File: src/rtl/master_frame_sender_if.sv
// Frame-sender bus: host request side plus the byte-level handshake to an SPI master.
// The master modport is the frame sender; slave is the host/SPI side.
interface master_frame_sender_if;
    logic [13:0] data_in;
    logic        send;
    logic        spi_ready;
    logic        spi_done;
    logic        spi_start;
    logic [7:0]  tx_data;
    logic        ssn;
    logic        busy;

    modport master (
        input  data_in,
        input  send,
        input  spi_ready,
        input  spi_done,
        output spi_start,
        output tx_data,
        output ssn,
        output busy
    );

    modport slave (
        output data_in,
        output send,
        output spi_ready,
        output spi_done,
        input  spi_start,
        input  tx_data,
        input  ssn,
        input  busy
    );
endinterface

File: src/rtl/master_frame_sender.sv
// Sends a 0-9999 value as two SPI bytes {v/100, v%100} inside one ssn-low frame.
// The split is done by repeated subtraction, one step per cycle.
module master_frame_sender (
    input  logic                  clk,
    input  logic                  reset,
    master_frame_sender_if.master io_bus
);
    typedef enum logic [2:0] {
        StIdle,
        StSplit,
        StCsSetup,
        StSendHi,
        StWaitHi,
        StSendLo,
        StWaitLo,
        StCsHold
    } state_t;

    state_t      r_state;
    logic [6:0]  r_q;
    logic [13:0] r_r;
    logic        r_pend;
    logic [13:0] r_pend_val;
    logic        r_done_d1;
    logic        r_done_d2;
    logic        r_spi_start;
    logic [7:0]  r_tx_data;
    logic        r_ssn;

    logic [13:0] w_sat_in;
    logic        w_done_rise;

    assign w_sat_in    = (io_bus.data_in > 14'd9999) ? 14'd9999 : io_bus.data_in;
    assign w_done_rise = r_done_d1 & ~r_done_d2;

    always_ff @(posedge clk or posedge reset) begin
        if (reset) begin
            r_state     <= StIdle;
            r_q         <= 7'd0;
            r_r         <= 14'd0;
            r_pend      <= 1'b0;
            r_pend_val  <= 14'd0;
            r_done_d1   <= 1'b0;
            r_done_d2   <= 1'b0;
            r_spi_start <= 1'b0;
            r_tx_data   <= 8'h00;
            r_ssn       <= 1'b1;
        end else begin
            r_done_d1   <= io_bus.spi_done;
            r_done_d2   <= r_done_d1;
            r_spi_start <= 1'b0;

            // Requests arriving mid-frame collapse into one pending slot, latest wins.
            if (io_bus.send && (r_state != StIdle)) begin
                r_pend     <= 1'b1;
                r_pend_val <= w_sat_in;
            end

            unique case (r_state)
                StIdle: begin
                    if (r_pend) begin
                        r_q        <= 7'd0;
                        r_r        <= r_pend_val;
                        r_state    <= StSplit;
                        r_pend     <= io_bus.send;
                        if (io_bus.send) begin
                            r_pend_val <= w_sat_in;
                        end
                    end else if (io_bus.send) begin
                        r_q     <= 7'd0;
                        r_r     <= w_sat_in;
                        r_state <= StSplit;
                    end
                end
                StSplit: begin
                    if (r_r >= 14'd100) begin
                        r_r <= r_r - 14'd100;
                        r_q <= r_q + 7'd1;
                    end else begin
                        r_ssn   <= 1'b0;
                        r_state <= StCsSetup;
                    end
                end
                StCsSetup: begin
                    r_tx_data <= {1'b0, r_q};
                    r_state   <= StSendHi;
                end
                StSendHi: begin
                    if (io_bus.spi_ready) begin
                        r_spi_start <= 1'b1;
                        r_state     <= StWaitHi;
                    end
                end
                StWaitHi: begin
                    if (w_done_rise) begin
                        r_tx_data <= {1'b0, r_r[6:0]};
                        r_state   <= StSendLo;
                    end
                end
                StSendLo: begin
                    if (io_bus.spi_ready) begin
                        r_spi_start <= 1'b1;
                        r_state     <= StWaitLo;
                    end
                end
                StWaitLo: begin
                    if (w_done_rise) begin
                        r_state <= StCsHold;
                    end
                end
                StCsHold: begin
                    r_ssn   <= 1'b1;
                    r_state <= StIdle;
                end
                default: r_state <= StIdle;
            endcase
        end
    end

    assign io_bus.spi_start = r_spi_start;
    assign io_bus.tx_data   = r_tx_data;
    assign io_bus.ssn       = r_ssn;
    assign io_bus.busy      = (r_state != StIdle);
endmodule

File: src/flat_wrapper.sv
// flat-port wrapper written by rule: the top's interface ports become plain ports
module master_frame_sender_flat 
  (clk, reset, io_bus_data_in, io_bus_send, io_bus_spi_ready, io_bus_spi_done, io_bus_spi_start, io_bus_tx_data, io_bus_ssn, io_bus_busy);
  master_frame_sender_if io_bus_i ();
  input  logic clk;
  input  logic reset;
  input wire logic [$bits(io_bus_i.data_in)-1:0] io_bus_data_in;
  input wire logic [$bits(io_bus_i.send)-1:0] io_bus_send;
  input wire logic [$bits(io_bus_i.spi_ready)-1:0] io_bus_spi_ready;
  input wire logic [$bits(io_bus_i.spi_done)-1:0] io_bus_spi_done;
  output wire logic [$bits(io_bus_i.spi_start)-1:0] io_bus_spi_start;
  output wire logic [$bits(io_bus_i.tx_data)-1:0] io_bus_tx_data;
  output wire logic [$bits(io_bus_i.ssn)-1:0] io_bus_ssn;
  output wire logic [$bits(io_bus_i.busy)-1:0] io_bus_busy;
  assign io_bus_i.data_in = io_bus_data_in;
  assign io_bus_i.send = io_bus_send;
  assign io_bus_i.spi_ready = io_bus_spi_ready;
  assign io_bus_i.spi_done = io_bus_spi_done;
  assign io_bus_spi_start = io_bus_i.spi_start;
  assign io_bus_tx_data = io_bus_i.tx_data;
  assign io_bus_ssn = io_bus_i.ssn;
  assign io_bus_busy = io_bus_i.busy;
  master_frame_sender u_core (.clk(clk), .reset(reset), .io_bus(io_bus_i));
endmodule
File: config.mk
export PLATFORM = sky130hd
export DESIGN_NAME = master_frame_sender_flat
export DESIGN_NICKNAME = d
export VERILOG_FILES = /design/src/rtl/master_frame_sender_if.sv /design/src/rtl/master_frame_sender.sv /design/src/flat_wrapper.sv
export SDC_FILE = /design/constraint.sdc
export NUM_CORES = 1
export LEC_CHECK = 0
export ABC_AREA = 1
export CORE_AREA = 2 2 73 126
export DETAILED_ROUTE_END_ITERATION = 8
export DIE_AREA = 0 0 75 128
export DONT_BUFFER_PORTS = 1
export GPL_TIMING_DRIVEN = 0
export HOLD_SLACK_MARGIN = 0.12
export PLACE_DENSITY_LB_ADDON = 0.05
export SLEW_MARGIN = 5
export SYNTH_ARGS = -nofsm -noshare
export SYNTH_HDL_FRONTEND = slang
export SYNTH_SLANG_ARGS = --single-unit
export TNS_END_PERCENT = 1
File: constraint.sdc
create_clock -name clk -period 4.9 [get_ports clk]
set_input_delay 1.225 -clock clk [delete_from_list [all_inputs] [get_ports clk]]
set_output_delay 1.225 -clock clk [all_outputs]
set_load 0.005 [all_outputs]
== After elaboration in Yosys (flattened, before gate mapping) ==
Index checks and enable logic that the tools add are counted.
Cells by class
  bitwise gates (word level): 2
  magnitude comparators: 2
  multiplexer cells: 30
  equal/unequal tests: 14
  reduce and logical (&&, ||, !) cells: 11
  add/sub/neg operators: 2
Operator list (number)
  $mux 14: 8
  $pmux 14 s2: 1
  $pmux 3 s8: 1
  $mux 3: 7
  $mux 7: 3
  $pmux 8 s2: 1
  $ge 14x7->1 const B: 1
  $gt 14x14->1 const B: 1
  $pmux 7 s2: 1
  $sub 14x7->14 const B: 1
  $eq 3x3->1 const B: 4
  $mux 8: 1
  $add 7x1->7 const B: 1
  $eq 3x2->1 const B: 2
  $mux 1: 6
  $ne 2x1->1 const B: 3
  $ne 2x2->1 const B: 3
  $reduce_and 6->1: 1
  $reduce_bool 2->1: 3
  $reduce_and 2->1: 2
  $eq 3x1->1 const B: 1
  $logic_not 3->1: 1
  $ne 3x2->1 const B: 1
  $reduce_and 3->1: 1
  6 further kinds: 6
Storage, ports and cells
  flip-flop bits (word level): 51

== Depth between registers and ports, before layout ==
  word-level depth: 6
  mapped depth: 12
  depth with buffers taken out: 11

== Worst setup path before layout ==
OpenSTA, ideal clock, no wires.
  path kind: input-to-reg
  from: input port io_bus_data_in[4]
  to: register u_core.r_r[0]
  stages on the path: 9
  required time: 4.777 ns
  buffers on the path: 1
  slack: 2.727 ns
  arrival time: 2.050 ns
  path through: nor2_1 > nand2_1 > nand2_1 > nand2_1 > nand2_1 > buf_2 > nand2_1 > o21ai_0 > nand2_1
Between the ends
  word-level cells in the longest chain between the ends: 5
Ends and longest elaborated chain
  from (decl): RTL line flat_wrapper.sv:7  | input wire logic [$bits(io_bus_i.data_in)-1:0] io_bus_data_in;
  $gt 14x14->1: RTL line master_frame_sender.sv:33  | assign w_sat_in = (io_bus.data_in > 14'd9999) ? 14'd9999 : io_bus.data_in;
  $mux 14: RTL line master_frame_sender.sv:33
  $mux 14: RTL line master_frame_sender.sv:69  | end else if (io_bus.send) begin
  $mux 14: RTL line master_frame_sender.sv:61  | if (r_pend) begin
  $pmux 14 s2: RTL line master_frame_sender.sv:59  | unique case (r_state)
  to (signal assigned): RTL line master_frame_sender.sv:63  | r_r <= r_pend_val;
  to (signal assigned): RTL line master_frame_sender.sv:71  | r_r <= w_sat_in;
  to (signal assigned): RTL line master_frame_sender.sv:77  | r_r <= r_r - 14'd100;
  to (decl): RTL line master_frame_sender.sv:21  | logic [13:0] r_r;
No other way between the ends. The select of a mux whose other input is x is not followed.
A chain may end at the register's enable or synchronous reset.

== Worst setup path in the final report ==
  from: register u_core.r_state[0]
  to: output port io_bus_busy
Between the ends
  word-level cells in the longest chain between the ends: 1
Ends and longest elaborated chain
  from (decl): RTL line master_frame_sender.sv:19  | state_t r_state;
  from (signal assigned): RTL line master_frame_sender.sv:38  | r_state <= StIdle;
  from (signal assigned): RTL line master_frame_sender.sv:64  | r_state <= StSplit;
  from (signal assigned): RTL line master_frame_sender.sv:72  | r_state <= StSplit;
  $reduce_bool 3->1: RTL line master_frame_sender.sv:123  | assign io_bus.busy = (r_state != StIdle);
  to (decl): RTL line flat_wrapper.sv:14  | output wire logic [$bits(io_bus_i.busy)-1:0] io_bus_busy;
No other way between the ends.

==> summary.txt <==
Critical path
  • Crit-path max FO: 5
  • Worst path cell trace: inv_1 > ha_1 > inv_1 > nor2_2 > inv_1
  • Crit path max-delay family: flip-flops
  • Critical path capture point type: output port
  • FF-to-FF path depth: 11
  • WS Path Type: register to output port
  • Crit-path max cell delay: 0.41 ns
  • Cell repeated most along the worst path: inv_1
  • CP max stage cell: dfrtp_1
  • Buffer and inverter count on the worst path: 3
  • CP Launch Type: register
  • WP data arrival: 1.43 ns
  • WP data required: 3.67 ns
  • Instance count on the critical path: 5

Finish
  • Share of post-route cells with drive strength above 1: between 10% and 20%
  • Fin area: 3240 µm²
  • Number of inserted diodes: 0
  • Filler cells: roughly 940
  • Nets: roughly 440
  • Synth-to-layout area growth: 10.7%
  • Area occupied by multi-input gates: 1380 µm²
  • Sequential Area: 1250 µm²
  • Fin cells: 527

Hold path
  • Hold path cells: 0
  • Worst hold-check path type: register to register

Logic synthesis
  • Ys flop type: dfrtp_1
  • Synth top area cells: dfrtp_1 42%, nand2_1 15%, o21ai_0 7.5%, inv_1 6.3%, nor2_1 5.0%
  • Synth cell count leaders: 119 x nand2_1, 49 x dfrtp_1, 49 x inv_1
  • Area leader, netlist: dfrtp_1
  • Synth Instances: 401
  • Distinct cells, synth: 35
  • Post-synthesis sequential area ratio: between 40% and 50%
  • Syn Area/Cell: 7.29 µm²
  • Syn_nets: 427
  • #FFs+latches synth: 50
  • Synth warn: 0
  • Synth async-reset ratio: 100%
  • Post-synth EDFFs: 0
  • Most common cell in the netlist: nand2_1
  • Synth top area share: 41.9%
  • Post-Syn Area: 2920 µm²

Run status
  • Status: finished, final reports clean

Timing
  • RSZ-0062 raised after global routing: false
  • Final Critical Period: 2.66 ns
  • Rel. slew slack: approximately 66%
  • Period utilization: between 50% and 60%
  • Hold WS: 0.398 ns
  • Worst-Margin Slew: 0.514 ns
  • Maximum clock rate: about 380 MHz
  • Total negative slack: 0 ns
  • Number of max-slew violations in the final report: 0
  • Final setup fails: 0
  • Final Skew: 0.00573 ns
  • Final hold vios: 0

Floorplan
  • Top Ports: 30
  • Die H: ~130 µm
  • Die Wd: 75 µm
  • Die area: 9600 µm²
  • Initial Utilization: between 30% and 40%
  • Core Box Area: 8610 µm²
  • Cell Rows: 45

Placed design
  • Hpwl dp: roughly 5900 µm
  • Cells after DPL: 519
  • Final Wtd Congestion: ~0.76
  • Port Buffers: 0
  • Placed cell areas: 3090 µm²

GRT
  • First-pass GRT wire length: 12900 µm
  • GR Overflow Total: 0
  • All-Layer GR Usage: 18.2%
  • Largest net degree at the start of global routing: 31
  • Vias in the first global route: 2533
  • Initial antenna violation count: 0

Flow run
  • Max-cap check violation count: 0

Clocking
  • CTS tree: built
  • CTS Buf Count: 5
  • Post-CTS sizing: 0
  • Hold_buf cts: 0
  • Setup Buffers After CTS: 0
  • CTS sink cnt: 50
  • Clock Tree Buf Depth: 2
  • Clock Tree Root: clkbuf_16
  • Clk_lat worst skew: approximately 0.29 ns
  • H-tree levels: 2
  • Clock slew at reported path FFs: approximately 0.070 ns

Route
  • Antenna-violating nets left: 0
  • Via count: about 2500
  • Avg WL per Cell: 14.9 µm
  • DRC viols: 0
  • First DRT Iteration DRCs: between 100 and 150
  • DR pass1 iterations: 4
  • Via/cell ratio: 4.70
  • Detailed Route WL: 7850 µm

Power and ir drop
  • Pwr Total: 2.04 mW
  • PwrDens: 631 nW/µm²
  • Leak: 1.61 nW
  • Max rail drop VDD: 0.173 mV
[final timing paths]
check                      slack [ns]                   end         startpoint
max reg2reg                      2.91        u_core.r_r[11]  u_core.r_state[0]
max                              2.24           io_bus_busy  u_core.r_state[0]
min in group asynchronous        0.84  u_core.r_pend_val[3]              reset
min                              0.40      u_core.r_done_d2   u_core.r_done_d1
max in group asynchronous        3.45     u_core.io_bus.ssn              reset
min reg2reg                      0.40      u_core.r_done_d2   u_core.r_done_d1
[final cells by class]
type	instances	share of cell area (%)
multi-input cells	282	42.5
flip-flops and latches	50	38.7
inverters	56	6.57
well taps	117	4.52
clock buffers	7	4.40
plain buffers	13	2.55
repair buffers	1	0.618
clock inverters	1	0.155
[metrics by stage]
stage	util, %	setup WS (ns)
2_1_floorplan	-	2.48
3_3_place_gp	35.6	1.70
3_5_place_dp	35.9	2.32
4_1_cts	37.6	2.20
5_1_grt	37.6	2.11
6_report	37.6	2.24
[cells in the final DEF, fill, tap and decap left out, drive strengths merged, types with 2 or more instances in the layout]
cell    netlist  final
nor2         42     42
nand3b        2      2
o211ai        2      2
inv          55     55
o21ai        44     44
nand3        17     17
ha            7      7
nand2       124    124
nand4         3      3
clkbuf        3     10
clkinv        1      2
a21oi        20     20
nor3          2      2
or2           2      2
dfrtp        49     49
a31oi         6      6
buf          10     11
xor2          4      4
[routing by layer]
| layer | track usage, % | part of all wire (%) |
|---|---|---|
| met4 | 8.61 | 4.0 |
| met5 | 0 | 0 |
| met1 | 21.5 | 41 |
| met2 | 31.1 | 52 |
| met3 | 2.83 | 2.5 |
[sequential cells by signal, indices dropped and copies added, names as in the netlist]
signal                   flops
u_core.r_pend_val           14
u_core.r_r                  14
u_core.io_bus.tx_data        7
u_core.r_q                   7
u_core.r_state               3
u_core.io_bus.spi_start      1
u_core.io_bus.ssn            1
u_core.r_done_d1             1
u_core.r_done_d2             1
u_core.r_pend                1
[power breakdown]
group	total (mW)	leakage, nW	switching, mW	internal, mW
registers	0.674	0.606	0.118	0.556
logic	1.01	0.932	0.659	0.348
clock network	0.362	0.0739	0.159	0.203
[logic make-up (layout without fill, tap and decap cells)]
group,count (synthesis),in the layout,synth area share (%)
and+or+nand+nor,193,193,27.9
buffers and inverters,69,78,10.1
adders and majority gates,7,7,3.00
xor gates and xnor gates,4,4,1.20
AOI/OAI and AO/OA,77,77,14.9
DFF,50,50,42.8
other,1,1,0.128
No activity file was read; power rests on OpenSTA's default activity.
